`config.mk`:
```
export PLATFORM = sky130hd
export DESIGN_NAME = sfif_tag_alloc
export DESIGN_NICKNAME = d
export VERILOG_FILES = /design/src/rtl/sfif_tag_alloc.sv
export SDC_FILE = /design/constraint.sdc
export NUM_CORES = 1
export LEC_CHECK = 0
export CELL_PAD_IN_SITES_DETAIL_PLACEMENT = 0
export CELL_PAD_IN_SITES_GLOBAL_PLACEMENT = 1
export CORE_MARGIN = 2
export CORE_UTILIZATION = 36
export CTS_CLUSTER_SIZE = 24
export DETAILED_ROUTE_END_ITERATION = 6
export PLACE_DENSITY = 0.9
export SLEW_MARGIN = 20
export SYNTH_ARGS = -nofsm -noshare
export SYNTH_HDL_FRONTEND = slang
export SYNTH_SLANG_ARGS = --single-unit
```
`constraint.sdc`:
```
create_clock -name clk_125 -period 4.55 [get_ports clk_125]
set_clock_uncertainty 0.1 [all_clocks]
set_input_delay 0.455 -clock clk_125 [delete_from_list [all_inputs] [get_ports clk_125]]
set_output_delay 0.455 -clock clk_125 [all_outputs]
set_load 0.1 [all_outputs]
```
`src/rtl/sfif_tag_alloc.sv`:
```
// Read-request tag allocator for the SFIF tag tracker: round-robin tag scan,
// completion-count calculation and a single-cycle issue strobe toward TX and tracker.
module sfif_tag_alloc #(
    parameter int unsigned NUM_TAGS = 32,
    parameter int unsigned RCB_DW   = 16
) (
    input  logic       clk_125,
    input  logic       rstn,
    input  logic       rd_req,
    input  logic [9:0] rd_len,
    input  logic       tx_rdy,
    input  logic       rx_st,
    input  logic       tag_available,
    output logic [4:0] tag,
    output logic [3:0] tag_cplds,
    output logic       tx_st,
    output logic       rd_ack,
    output logic       busy,
    output logic       all_busy
);

    localparam int unsigned CNT_W      = (NUM_TAGS > 2) ? $clog2(NUM_TAGS) : 1;
    localparam logic [4:0]  TAG_MASK   = 5'(NUM_TAGS - 1);
    localparam logic [CNT_W-1:0] SWEEP_LAST = CNT_W'(NUM_TAGS - 1);
    localparam logic [10:0] RCB        = 11'(RCB_DW);

    typedef enum logic [1:0] {
        S_IDLE,
        S_SETTLE,
        S_CHECK,
        S_ISSUE
    } state_t;

    state_t           r_state;
    logic             r_rx_st_p;
    logic [4:0]       r_tag;
    logic [3:0]       r_tag_cplds;
    logic             r_tx_st;
    logic             r_rd_ack;
    logic             r_busy;
    logic             r_all_busy;
    logic [CNT_W-1:0] r_sweep;

    logic [10:0]      w_len;
    logic [10:0]      w_ncpl;
    logic [3:0]       w_cplds;
    logic [4:0]       w_tag_nxt;
    logic             w_issue_nxt;

    // Completion count: ceil(L / RCB) clamped to the 4-bit tracker counter
    assign w_len     = (rd_len == 10'd0) ? 11'd1024 : {1'b0, rd_len};
    assign w_ncpl    = (w_len + RCB - 11'd1) / RCB;
    assign w_cplds   = (w_ncpl > 11'd15) ? 4'd15 : w_ncpl[3:0];
    assign w_tag_nxt = (r_tag + 5'd1) & TAG_MASK;

    // tx_st is registered, so the strobe is scheduled one edge ahead; rx_st now
    // is exactly the rx_st_p the tracker will see in the strobe cycle.
    assign w_issue_nxt = tx_rdy & ~rx_st;

    always_ff @(posedge clk_125) begin
        if (!rstn) begin
            r_state     <= S_IDLE;
            r_rx_st_p   <= 1'b0;
            r_tag       <= 5'd0;
            r_tag_cplds <= 4'd0;
            r_tx_st     <= 1'b0;
            r_rd_ack    <= 1'b0;
            r_busy      <= 1'b0;
            r_all_busy  <= 1'b0;
            r_sweep     <= '0;
        end else begin
            r_rx_st_p <= rx_st;
            r_tx_st   <= 1'b0;
            r_rd_ack  <= 1'b0;
            case (r_state)
                S_IDLE: begin
                    if (rd_req) begin
                        r_tag_cplds <= w_cplds;
                        r_sweep     <= '0;
                        r_busy      <= 1'b1;
                        r_state     <= S_SETTLE;
                    end
                end
                S_SETTLE: begin
                    if (!r_rx_st_p) begin
                        r_state <= S_CHECK;
                    end
                end
                S_CHECK: begin
                    if (tag_available) begin
                        r_tx_st  <= w_issue_nxt;
                        r_rd_ack <= w_issue_nxt;
                        r_state  <= S_ISSUE;
                    end else begin
                        r_tag   <= w_tag_nxt;
                        r_state <= S_SETTLE;
                        if (r_sweep == SWEEP_LAST) begin
                            r_sweep    <= '0;
                            r_all_busy <= 1'b1;
                        end else begin
                            r_sweep <= r_sweep + CNT_W'(1);
                        end
                    end
                end
                S_ISSUE: begin
                    // Strobe cycle ends here: advance to the next tag for the following request
                    if (r_tx_st) begin
                        r_tag      <= w_tag_nxt;
                        r_all_busy <= 1'b0;
                        r_busy     <= 1'b0;
                        r_state    <= S_IDLE;
                    end else begin
                        r_tx_st  <= w_issue_nxt;
                        r_rd_ack <= w_issue_nxt;
                    end
                end
                default: begin
                    r_state <= S_IDLE;
                    r_busy  <= 1'b0;
                end
            endcase
        end
    end

    assign tag       = r_tag;
    assign tag_cplds = r_tag_cplds;
    assign tx_st     = r_tx_st;
    assign rd_ack    = r_rd_ack;
    assign busy      = r_busy;
    assign all_busy  = r_all_busy;

endmodule

```
==> impl_summary.txt, run 1 <==
----------------------------------------------------
[Status]
  Outcome ... completed

[Timing]
  Transition time of the tightest slew-check pin ... 0.975 ns
  RSZ-0062 raised after global routing ... false
  Setup-failing EPs final ... 0
  Final worst-path cycle share ... 53.4%
  Number of hold violations in the final report ... 0
  Final worst path period need ... 2.43 ns
  Highest attainable clock frequency ... 0.412 GHz
  Max-slew violation count ... 0
  Sum Neg Setup Slack ... 0 ns
  Relative slew slack ... 34.8%

[Setup path]
  Master of the slowest instance on the critical path ... sky130_fd_sc_hd__clkdlybuf4s50_1
  Reg-to-reg critical path endpoint ... tag_cplds[2]$_SDFFE_PN0P_
  Worst R2R Setup Slack ... 2.72 ns
  Worst-path maximum fanout ... 5
  Startpoint of the most critical register-to-register path ... r_state[0]$_SDFFE_PN0P_
  Required arrival time at the worst endpoint ... 3.99 ns
  Cells traversed along the worst timing path ... clkdlybuf4s50_1
  Critical path class ... reg2out
  Slowest Stage Delay on Critical Path ... 1.16 ns
  Number of cell instances on the worst register-to-register path ... 4
  Family with the most delay on the worst path ... buffers and inverters
  Setup crit end kind ... primary output
  Total buffers and inverters traversed by the critical path ... 1
  Worst path arrival time ... 1.87 ns
  Nature of the critical path startpoint ... flip-flop

[Power]
  Proportion of power drawn by flip-flops and latches ... 48.5%
  Net switching fraction of the power ... 32.9%
  Tot Pwr ... 404 uW
  Clock network fraction of total power ... 25.3%
  Power density relative to cell area ... 316 mW/mm2
  Combinational fraction of design power ... 26.2%
  Internal portion of total power ... 271 uW
  Net switching power ... 133 uW
  Lkg Pwr ... 0.484 nW
  VDD IR-drop max ... 0.000252 V

[Global route]
  Total global routing overflow ... 0
  Antenna violations before repair ... 0
  Vias in the first global route ... 753
  Maximum number of pins on one net before global-route repair ... 18
  All-layer global routing usage ... 13.8%
  Wire length of the first global-routing pass ... 3020 um

[Finish]
  Synth-to-layout area growth ... 35.4%
  Number of inserted filler cells in the final layout ... 242
  Nets@finish ... 152
  Final core utilization ... 51.6%
  Antenna Diode Count ... 0
  Cell area after layout ... 0.00128 mm2
  Share of final-layout standard cells stronger than drive strength 1 ... 4.55%

[Yosys]
  Synth Area per Inst ... 9.07 um2
  Post-synthesis sequential element count ... 20
  Part of the Yosys area used for sequential elements ... 42.4%
  Count of different cell masters after synthesis ... 36
  Cell area after synthesis ... 943 um2
  Instance count of the mapped netlist ... 104
  Leading register cell type out of synthesis ... sky130_fd_sc_hd__dfxtp_1
  Warning count from the yosys run ... 0
  Async S/R FF share, synth ... 0%
  Number of flops mapped to enable cells by yosys ... 0
  Syn Nets ... 123

[Floorplan]
  Die width ... 55.2 um
  Total Die Area ... 0.00305 mm2
  Initial standard-cell utilization of the core ... 38.1%
  Standard-cell row count ... 18
  Top-level I/O count ... 29
  Core box area ... 0.00248 mm2
  Die boundary height ... 55.2 um

[Clock network]
  Post-cts hold buffer count ... 0
  Clock Tree Buf Depth ... 2
  Clock insertion delay at the later pin of the skew report ... 0.29 ns
  CTS sink count ... 20
  Clock-pin slew on the worst setup and hold paths ... 0.11 ns
  Post-CTS sizing ... 0
  CTS tree ... yes
  Number of buffers inserted during clock tree synthesis ... 3
  Clk root buf ... sky130_fd_sc_hd__clkbuf_4
  Number of buffers inserted by post-CTS setup repair ... 0
  Deepest level of the CTS H-tree ... 1

[Worst hold path]
  Count of cells along the worst hold path ... 2
  Hold Path Origin ... busy$_SDFFE_PN0P_
  Endpoint, Worst Hold ... busy$_SDFFE_PN0P_
  Hold/Removal Path Class ... reg2reg

[Drt]
  Total routed wirelength ... 1900 um
  Post-DR wirelength/cell ... 11.7 um
  Vias ... 856
  Antenna viol nets, final ... 0
  Number of detailed-route iterations in the first pass ... 5
  Number of vias per cell ... 5.28
  Drt first-iter violations ... 19
  Number of remaining DRC errors ... 0

[Placement]
  Post-detail-place hpwl ... 1470 um
  Routability-driven placement congestion ratio ... 0.769
  Post-Place Cell Area ... 0.00124 mm2
  Port Buffer Count ... 28

[Flow run]
  Max-cap violations ... 0

----------------------------------------------------
[worst max-delay path by stage]
stage / from / endpoint / slack (ns) / depth (start not counted)
after CTS: rd_ack$_SDFF_PN0_ / rd_ack / 2.11 / 1
after global routing: rd_ack$_SDFF_PN0_ / rd_ack / 2.06 / 1
after detailed placement: rd_req / tag_cplds[2]$_SDFFE_PN0P_ / 2.26 / 5
after floorplan: rd_ack$_SDFF_PN0_ / tag[3]$_SDFFE_PN0P_ / 2.50 / 4
after global placement: rd_req / tag_cplds[0]$_SDFFE_PN0P_ / 2.28 / 5
final: rd_ack$_SDFF_PN0_ / rd_ack / 2.12 / 1
[power groups by stage]
stage	Clock (mW)	Sequential (mW)	Combinational, mW
2_1_floorplan	0	0.237	0.0350
3_3_place_gp	0	0.199	0.106
3_5_place_dp	0	0.199	0.106
4_1_cts	0.106	0.195	0.106
5_1_grt	0.114	0.197	0.112
6_report	0.102	0.196	0.106
[per-layer routing]
| metal | track usage (%) | wire length (um) |
|---|---|---|
| met3 | 2.69 | 91 |
| met4 | 6.50 | 19 |
| met2 | 22.6 | 907 |
| met1 | 17.2 | 879 |
| met5 | 0 | 0 |
[worst reg2reg max path: stages (launching register included)]
cell and delay [ns]:
sky130_fd_sc_hd__dfxtp_1 0.45, sky130_fd_sc_hd__or3b_1 0.44, sky130_fd_sc_hd__a2111o_1 0.42, sky130_fd_sc_hd__a41oi_2 0.22, sky130_fd_sc_hd__a21oi_1 0.09
[placed cells by master (no fill, tap or decap), types with 2 or more instances in the layout]
| master | count |
|---|---|
| sky130_fd_sc_hd__nor4_1 | 2 |
| sky130_fd_sc_hd__dfxtp_1 | 20 |
| sky130_fd_sc_hd__a21oi_1 | 10 |
| sky130_fd_sc_hd__ha_1 | 3 |
| sky130_fd_sc_hd__o21ai_0 | 7 |
| sky130_fd_sc_hd__nand2b_1 | 4 |
| sky130_fd_sc_hd__clkdlybuf4s50_1 | 28 |
| sky130_fd_sc_hd__or3_1 | 3 |
| sky130_fd_sc_hd__clkbuf_4 | 3 |
| sky130_fd_sc_hd__a21boi_0 | 3 |
| sky130_fd_sc_hd__nor2b_1 | 2 |
| sky130_fd_sc_hd__inv_1 | 2 |
| sky130_fd_sc_hd__xnor2_1 | 5 |
| sky130_fd_sc_hd__a21o_1 | 2 |
| sky130_fd_sc_hd__xor2_1 | 2 |
| sky130_fd_sc_hd__and2_1 | 3 |
| sky130_fd_sc_hd__nand2_1 | 6 |
| sky130_fd_sc_hd__nor2_1 | 6 |
| sky130_fd_sc_hd__nand3_1 | 4 |
[metrics by stage]
| step | setup slack (ns) | cells | hold slack, ns |
|---|---|---|---|
| 2_1_floorplan | 2.50 | 104 | 0.354 |
| 6_report | 2.12 | 162 | 0.375 |
| 4_1_cts | 2.11 | 162 | 0.382 |
| 5_1_grt | 2.06 | 162 | 0.410 |
| 3_5_place_dp | 2.26 | 158 | 0.366 |
| 3_3_place_gp | 2.28 | 158 | 0.363 |
[kinds of logic after synthesis]
logic type	count (synthesis)	share of synthesized area, %
buffers and inverters	6	2.92
XOR/XNOR	7	6.50
adder cells (fa/ha/maj)	3	3.98
AND/OR/NAND/NOR	36	21.2
multiplexers	1	1.06
AO/OA/AOI/OAI	31	21.9
flip-flops	20	42.4
[cell type report]
| cell class | instances | area [um2] | share of cell area (%) |
|---|---|---|---|
| clock buffer | 4 | 36.3 | 2.84 |
| inverter | 2 | 7.51 | 0.588 |
| multi-input combinational | 78 | 515 | 40.4 |
| sequential | 20 | 400 | 31.3 |
| tap | 30 | 37.5 | 2.94 |
| timing repair buffer | 28 | 280 | 21.9 |
[cell usage after synthesis, types with 2 or more instances]
cell type | instances | share of area, %
sky130_fd_sc_hd__dfxtp_1 | 20 | 42
sky130_fd_sc_hd__a21oi_1 | 10 | 5.3
sky130_fd_sc_hd__o21ai_0 | 7 | 3.7
sky130_fd_sc_hd__nand2_1 | 6 | 2.4
sky130_fd_sc_hd__nor2_1 | 6 | 2.4
sky130_fd_sc_hd__xnor2_1 | 5 | 4.6
sky130_fd_sc_hd__nand2b_1 | 4 | 2.7
sky130_fd_sc_hd__nand3_1 | 4 | 2.1
sky130_fd_sc_hd__a21boi_0 | 3 | 2.4
sky130_fd_sc_hd__and2_1 | 3 | 2.0
sky130_fd_sc_hd__ha_1 | 3 | 4.0
sky130_fd_sc_hd__or3_1 | 3 | 2.0
sky130_fd_sc_hd__a21o_1 | 2 | 1.6
sky130_fd_sc_hd__clkbuf_1 | 2 | 0.80
sky130_fd_sc_hd__inv_1 | 2 | 0.80
sky130_fd_sc_hd__nor2b_1 | 2 | 1.3
sky130_fd_sc_hd__nor4_1 | 2 | 1.3
sky130_fd_sc_hd__xor2_1 | 2 | 1.9
[state kept, by name, indices dropped and copies added, names as in the netlist]
signal and cells:
r_sweep 5, r_rx_st_p 1, r_state 2, rd_ack 1, tag_cplds 4, all_busy 1, tag 5, busy 1
Note: power is estimated with default switching activity, not from simulation.
==> run 2: changes to the inputs <==
Settings changed: CORE_UTILIZATION 36 to 33, PLACE_DENSITY 0.9 to 0.84.
Clock period 4.55 ns to 2.4 ns, I/O delays scaled along.
==> run 2 against run 1 <==
Final area decreased by 3.5%. Sequential power increased by 89%. Clock power increased by 51%. Setup slack got worse by 1.6 ns. Largest cell class unchanged. Global-route usage decreased by 0.67 points. Routed wire length increased by 4.7%. Non-clock buffer count unchanged. First-iteration DRC count decreased by 11%. Flip-flop and latch count unchanged.
==> impl_summary.txt, run 2 (synthesized netlist as in run 1, its figures left out) <==
----------------------------------------------------
[Drt]
  Total routed wirelength ... 1990 um (+4.7%)
  Antenna viol nets, final ... 0 (unchanged)
  Drt first-iter violations ... 17 (-2)
  Number of vias per cell ... 5.17 (-2.2%)
  Vias ... 837 (-2.2%)
  Number of remaining DRC errors ... 0 (unchanged)
  Number of detailed-route iterations in the first pass ... 4 (-1)
  Post-DR wirelength/cell ... 12.3 um (+4.7%)

[Clock network]
  Clock-pin slew on the worst setup and hold paths ... 0.10 ns (about the same)
  Deepest level of the CTS H-tree ... 1 (unchanged)
  CTS tree ... yes
  Number of buffers inserted by post-CTS setup repair ... 0 (unchanged)
  Clock insertion delay at the later pin of the skew report ... 0.29 ns (about the same)
  Clock Tree Buf Depth ... 2 (unchanged)
  CTS sink count ... 20 (unchanged)
  Number of buffers inserted during clock tree synthesis ... 3 (unchanged)
  Post-cts hold buffer count ... 0 (unchanged)
  Clk root buf ... sky130_fd_sc_hd__clkbuf_4
  Post-CTS sizing ... 0 (unchanged)

[Setup path]
  Startpoint of the most critical register-to-register path ... r_state[0]$_SDFFE_PN0P_
  Setup crit end kind ... flip-flop
  Critical path class ... reg2reg
  Worst path arrival time ... 1.92 ns (+0.05 ns)
  Required arrival time at the worst endpoint ... 2.48 ns (-1.51 ns)
  Master of the slowest instance on the critical path ... sky130_fd_sc_hd__dfxtp_1
  Worst-path maximum fanout ... 14 (+9)
  Worst setup startpoint ... r_state[0]$_SDFFE_PN0P_
  Nature of the critical path startpoint ... flip-flop
  Family with the most delay on the worst path ... compound AO/OA/AOI/OAI gates
  Cells traversed along the worst timing path ... or3b_1 -> a2111o_1 -> a41oi_2 -> a21oi_1
  Total buffers and inverters traversed by the critical path ... 0 (-1)
  Slowest Stage Delay on Critical Path ... 0.45 ns (-0.71 ns)

[Timing]
  Transition time of the tightest slew-check pin ... 0.497 ns (-0.478 ns)
  Sum Neg Setup Slack ... 0 ns (unchanged)
  Max-slew violation count ... 0 (unchanged)
  Final worst setup slack ... 0.558 ns (-1.56 ns)
  Setup-failing EPs final ... 0 (unchanged)
  Final worst-path cycle share ... 76.7%
  Final worst path period need ... 1.84 ns
  Relative slew slack ... 66.8% (+32 points)
  Number of hold violations in the final report ... 0 (unchanged)
  Highest attainable clock frequency ... 0.543 GHz
  RSZ-0062 raised after global routing ... false

[Floorplan]
  Top-level I/O count ... 29 (unchanged)
  Core box area ... 0.00273 mm2 (+10%)
  Die width ... 57.5 um (+4.1%)
  Initial standard-cell utilization of the core ... 34.5% (-3.6 points)
  Die boundary height ... 57.5 um (+4.1%)
  Total Die Area ... 0.00330 mm2 (+8.4%)
  Standard-cell row count ... 19 (+1)

[Status]
  Outcome ... completed

[Worst hold path]
  Hold Path Origin ... busy$_SDFFE_PN0P_
  Hold/Removal Path Class ... reg2reg

[Placement]
  DP Worst Slack ... 0.316 ns (-1.94 ns)
  Port Buffer Count ... 28 (unchanged)
  Placed cell count ... 159 (+0.63%)
  Routability-driven placement congestion ratio ... 0.736 (-4.3%)
  Post-detail-place hpwl ... 1560 um (+5.6%)

[Global route]
  Antenna violations before repair ... 0 (unchanged)
  Wire length of the first global-routing pass ... 3440 um (+14%)
  All-layer global routing usage ... 13.1% (-0.67 points)
  Total global routing overflow ... 0 (unchanged)
  Maximum number of pins on one net before global-route repair ... 18 (unchanged)
  Vias in the first global route ... 783 (+4.0%)

[Finish]
  Filler-free cell count of the finished design ... 162 (unchanged)
  Synth-to-layout area growth ... 30.6%
  Commonest cells after routing, fill and taps aside ... sky130_fd_sc_hd__dfxtp_1, sky130_fd_sc_hd__clkdlybuf4s50_1, sky130_fd_sc_hd__buf_4
  Share of final-layout standard cells stronger than drive strength 1 ... 13.7% (+9.2 points)
  Final core utilization ... 45.1% (-6.5 points)
  Antenna Diode Count ... 0 (unchanged)
  Number of inserted filler cells in the final layout ... 292 (+21%)
  Nets@finish ... 152 (unchanged)
  Most frequent standard cell in the layout excluding fill and tap cells ... sky130_fd_sc_hd__dfxtp_1

[Power]
  Lkg Pwr ... 0.501 nW (+3.5%)
  Power density relative to cell area ... 587 mW/mm2 (+86%)
  VDD IR-drop max ... 0.000364 V (+44%)

[Flow run]
  Max-cap violations ... 0 (unchanged)

----------------------------------------------------
[run 2: cell types whose count changed in the layout (fill, tap and decap cells not counted), sizes merged]
cell	previous run	this run
buf	0	13
clkbuf	4	3
clkdlybuf4s50	28	15
[run 2: final cells by class]
cell class / instances / area, um2 / share of cell area (%)
sequential: 20 / 400 / 32.5
multi-input combinational: 78 / 515 / 41.8
clock buffer: 3 / 22.5 / 1.83
tap: 31 / 38.8 / 3.15
timing repair buffer: 28 / 248 / 20.1
inverter: 2 / 7.51 / 0.609
[run 2: power by group]
group / switching (mW) / leakage, nW / internal (mW)
clock: 0.0961 / 0.0138 / 0.0583
sequential: 0.0207 / 0.163 / 0.351
combinational: 0.131 / 0.324 / 0.0667
[run 2: per-layer routing]
metal  vias to the layer above  GRT usage (%)  wire [um]
met5                         -              0          0
met4                         0           4.98         19
met2                        18           20.9        931
met1                       384           17.1        944
li1                        433              -          -
met3                         2           2.95         91
[run 2: path summary, 6_finish.rpt]
check / endpoint / slack, ns / depth (start not counted)
setup / recovery: tag_cplds[2]$_SDFFE_PN0P_ / 0.56 / 4
hold / removal: busy$_SDFFE_PN0P_ / 0.38 / 2
setup reg to reg: tag_cplds[2]$_SDFFE_PN0P_ / 0.56 / 4
hold reg to reg: busy$_SDFFE_PN0P_ / 0.38 / 2
[run 2: stage by stage]
stage / total power [mW] / cell area (um2) / hold slack [ns]
finish: 0.723 / 1230 / 0.376
global route: 0.770 / 1230 / 0.413
CTS: 0.736 / 1230 / 0.383
detailed placement: 0.578 / 1210 / 0.367
global placement: 0.574 / 1210 / 0.365
floorplan: 0.515 / 943 / 0.262
[run 2: worst min-delay path, delay by kind of cell, from the launching register on]
family             cells  cell delay [ns]
AOI/OAI and AO/OA      1             0.06
and+or+nand+nor        1             0.05
DFF                    1             0.32
==> run 3: changes to the inputs <==
Clock period 2.4 ns to 1.7 ns, I/O delays scaled along.
==> run 3 against run 2 <==
Final area is 24% higher. Fmax is 15% higher. Flip-flop and latch count stayed put. Non-clock buffer count is 12 higher. Core utilization is 11 points higher. Sequential share of layout area is 5.6 points lower. Combinational power is 80% higher. Total power is 75% higher. Clock-buffer cell count stayed put. Sequential power is 40% higher. Critical path depth is 2 higher. Critical endpoint is now r_sweep[1]$_SDFFE_PN0P_.
==> impl_summary.txt, run 3 (synthesized netlist as in run 1, its figures left out) <==
----------------------------------------------------
[Worst hold path]
  Hold Path Origin ... tx_rdy
  Endpoint, Worst Hold ... rd_ack$_SDFF_PN0_
  Hold/Removal Path Class ... in2reg
  Count of cells along the worst hold path ... 2 (unchanged)

[Clock network]
  CTS tree ... yes
  Post-CTS sizing ... 0 (unchanged)
  Deepest level of the CTS H-tree ... 1 (unchanged)
  Clock-pin slew on the worst setup and hold paths ... 0.12 ns (+0.02 ns)
  Number of buffers inserted during clock tree synthesis ... 3 (unchanged)
  Clock insertion delay at the later pin of the skew report ... 0.30 ns (about the same)
  Clock Tree Buf Depth ... 2 (unchanged)
  Clk root buf ... sky130_fd_sc_hd__clkbuf_4
  CTS sink count ... 20 (unchanged)

[Setup path]
  Worst R2R Setup Slack ... 0.10 ns (-0.46 ns)
  Setup crit end kind ... flip-flop
  Startpoint of the most critical register-to-register path ... r_sweep[0]$_SDFFE_PN0P_
  Total buffers and inverters traversed by the critical path ... 0 (unchanged)
  Master of the slowest instance on the critical path ... sky130_fd_sc_hd__dfxtp_1
  Worst path arrival time ... 1.74 ns (-0.18 ns)
  Slowest Stage Delay on Critical Path ... 0.36 ns (-0.09 ns)
  Critical path class ... reg2reg
  Family with the most delay on the worst path ... adder cells
  Number of cell instances on the worst register-to-register path ... 6 (+2)
  Worst setup startpoint ... r_sweep[0]$_SDFFE_PN0P_
  Library cell appearing most often on the critical path ... sky130_fd_sc_hd__ha_1
  Worst-path maximum fanout ... 4 (-10)
  Nature of the critical path startpoint ... flip-flop
  Cells traversed along the worst timing path ... ha_1 -> and3_1 -> ha_1 -> nor3b_1 -> o21ai_1 -> a21oi_1
  Required arrival time at the worst endpoint ... 1.84 ns (-0.64 ns)
  Reg-to-reg critical path endpoint ... r_sweep[1]$_SDFFE_PN0P_

[Global route]
  Antenna violations before repair ... 0 (unchanged)
  All-layer global routing usage ... 14.8% (+1.7 points)
  Wire length of the first global-routing pass ... 3840 um (+12%)
  Vias in the first global route ... 886 (+13%)
  Maximum number of pins on one net before global-route repair ... 14 (-4)
  Total global routing overflow ... 0 (unchanged)

[Timing]
  Max-slew violation count ... 0 (unchanged)
  RSZ-0062 raised after global routing ... false
  Number of hold violations in the final report ... 0 (unchanged)
  Relative slew slack ... 79.1% (+12 points)
  Final worst path period need ... 1.60 ns (-0.244 ns)
  Highest attainable clock frequency ... 0.626 GHz (+15%)
  Final worst-path cycle share ... 94.0% (+17 points)
  Final worst setup slack ... 0.102 ns (-0.456 ns)
  Setup-failing EPs final ... 0 (unchanged)
  Transition time of the tightest slew-check pin ... 0.312 ns (-0.185 ns)

[Placement]
  DP Worst Slack ... -0.290 ns (-0.607 ns)
  Port Buffer Count ... 28 (unchanged)
  Routability-driven placement congestion ratio ... 0.788 (+7.0%)
  Post-Place Cell Area ... 0.00146 mm2 (+21%)
  Placed cell count ... 170 (+6.9%)
  Post-detail-place hpwl ... 1750 um (+12%)

[Finish]
  Cell area after layout ... 0.00152 mm2 (+24%)
  Synth-to-layout area growth ... 61.5%
  Filler-free cell count of the finished design ... 175 (+8.0%)
  Multi-input logic area ... 515 um2 (unchanged)
  Commonest cells after routing, fill and taps aside ... sky130_fd_sc_hd__dfxtp_1, sky130_fd_sc_hd__clkdlybuf4s50_1, sky130_fd_sc_hd__buf_12
  Antenna Diode Count ... 0 (unchanged)
  Number of inserted filler cells in the final layout ... 233 (-20%)
  Share of final-layout standard cells stronger than drive strength 1 ... 25.0% (+11 points)
  Nets@finish ... 164 (+7.9%)
  Area taken by flip-flops and latches ... 409 um2 (+2.2%)

[Power]
  Lkg Pwr ... 0.615 nW (+23%)
  VDD IR-drop max ... 0.000693 V (+90%)
  Power density relative to cell area ... 830 mW/mm2 (+41%)

[Floorplan]
  Core box area ... 0.00273 mm2 (unchanged)
  Standard-cell row count ... 19 (unchanged)
  Die boundary height ... 57.5 um (unchanged)
  Initial standard-cell utilization of the core ... 34.5% (unchanged)
  Total Die Area ... 0.00330 mm2 (unchanged)
  Top-level I/O count ... 29 (unchanged)
  Die width ... 57.5 um (unchanged)

[Drt]
  Number of remaining DRC errors ... 0 (unchanged)
  Post-DR wirelength/cell ... 12.5 um (+2.2%)
  Antenna viol nets, final ... 0 (unchanged)
  Drt first-iter violations ... 12 (-5)
  Total routed wirelength ... 2190 um (+10%)
  Vias ... 895 (+6.9%)
  Number of vias per cell ... 5.11 (-1.0%)
  Number of detailed-route iterations in the first pass ... 4 (unchanged)

[Status]
  Outcome ... completed

[Flow run]
  Max-cap violations ... 0 (unchanged)

----------------------------------------------------
## run 3: how the worst max path moves through the flow
stage	end	slack [ns]	cells past startpoint
2_1_floorplan	tag[4]$_SDFFE_PN0P_	0.01	4
3_3_place_gp	tag_cplds[2]$_SDFFE_PN0P_	-0.25	5
3_5_place_dp	tag_cplds[2]$_SDFFE_PN0P_	-0.29	5
4_1_cts	tag_cplds[1]$_SDFFE_PN0P_	0.03	4
5_1_grt	r_sweep[1]$_SDFFE_PN0P_	0.03	6
6_report	r_sweep[1]$_SDFFE_PN0P_	0.10	6
## run 3: metal layers
layer | vias up | GRT usage, % | routed length [um]
met1 | 420 | 18.7 | 969
met5 | - | 0 | 0
met4 | 0 | 6.31 | 31
li1 | 455 | - | -
met3 | 4 | 3.85 | 84
met2 | 16 | 23.7 | 1110
## run 3: metrics by stage
stage / utilization, % / power (mW) / hold WS, ns / TNS (ns)
after floorplan: - / 0.727 / 0.192 / 0
after global placement: 53.5 / 0.881 / 0.364 / -0.937
after detailed placement: 53.5 / 0.887 / 0.387 / -1.07
after CTS: 55.5 / 1.28 / 0.323 / 0
after global routing: 55.7 / 1.33 / 0.339 / 0
final: 55.7 / 1.26 / 0.332 / 0
## run 3: cell type report
class,count,area share [%]
Clock inverter,1,1.97
Timing Repair Buffer,40,32.8
Tap cell,31,2.55
Clock buffer,3,1.48
Sequential cell,20,26.8
Inverter,2,0.493
Multi-Input combinational cell,78,33.8
## run 3: where the power goes
part	leakage, nW	total, mW	switching, mW	internal [mW]
sequential	0.166	0.519	0.0246	0.494
clock	0.0279	0.389	0.151	0.238
combinational	0.421	0.357	0.204	0.153
total	0.615	1.26	0.379	0.885
## run 3: what timing repair did
action / 4_1_cts / 5_1_grt
setup buffers: 0 / 1
endpoints found under the setup margin: 0 / 4
hold buffers: 0 / 0
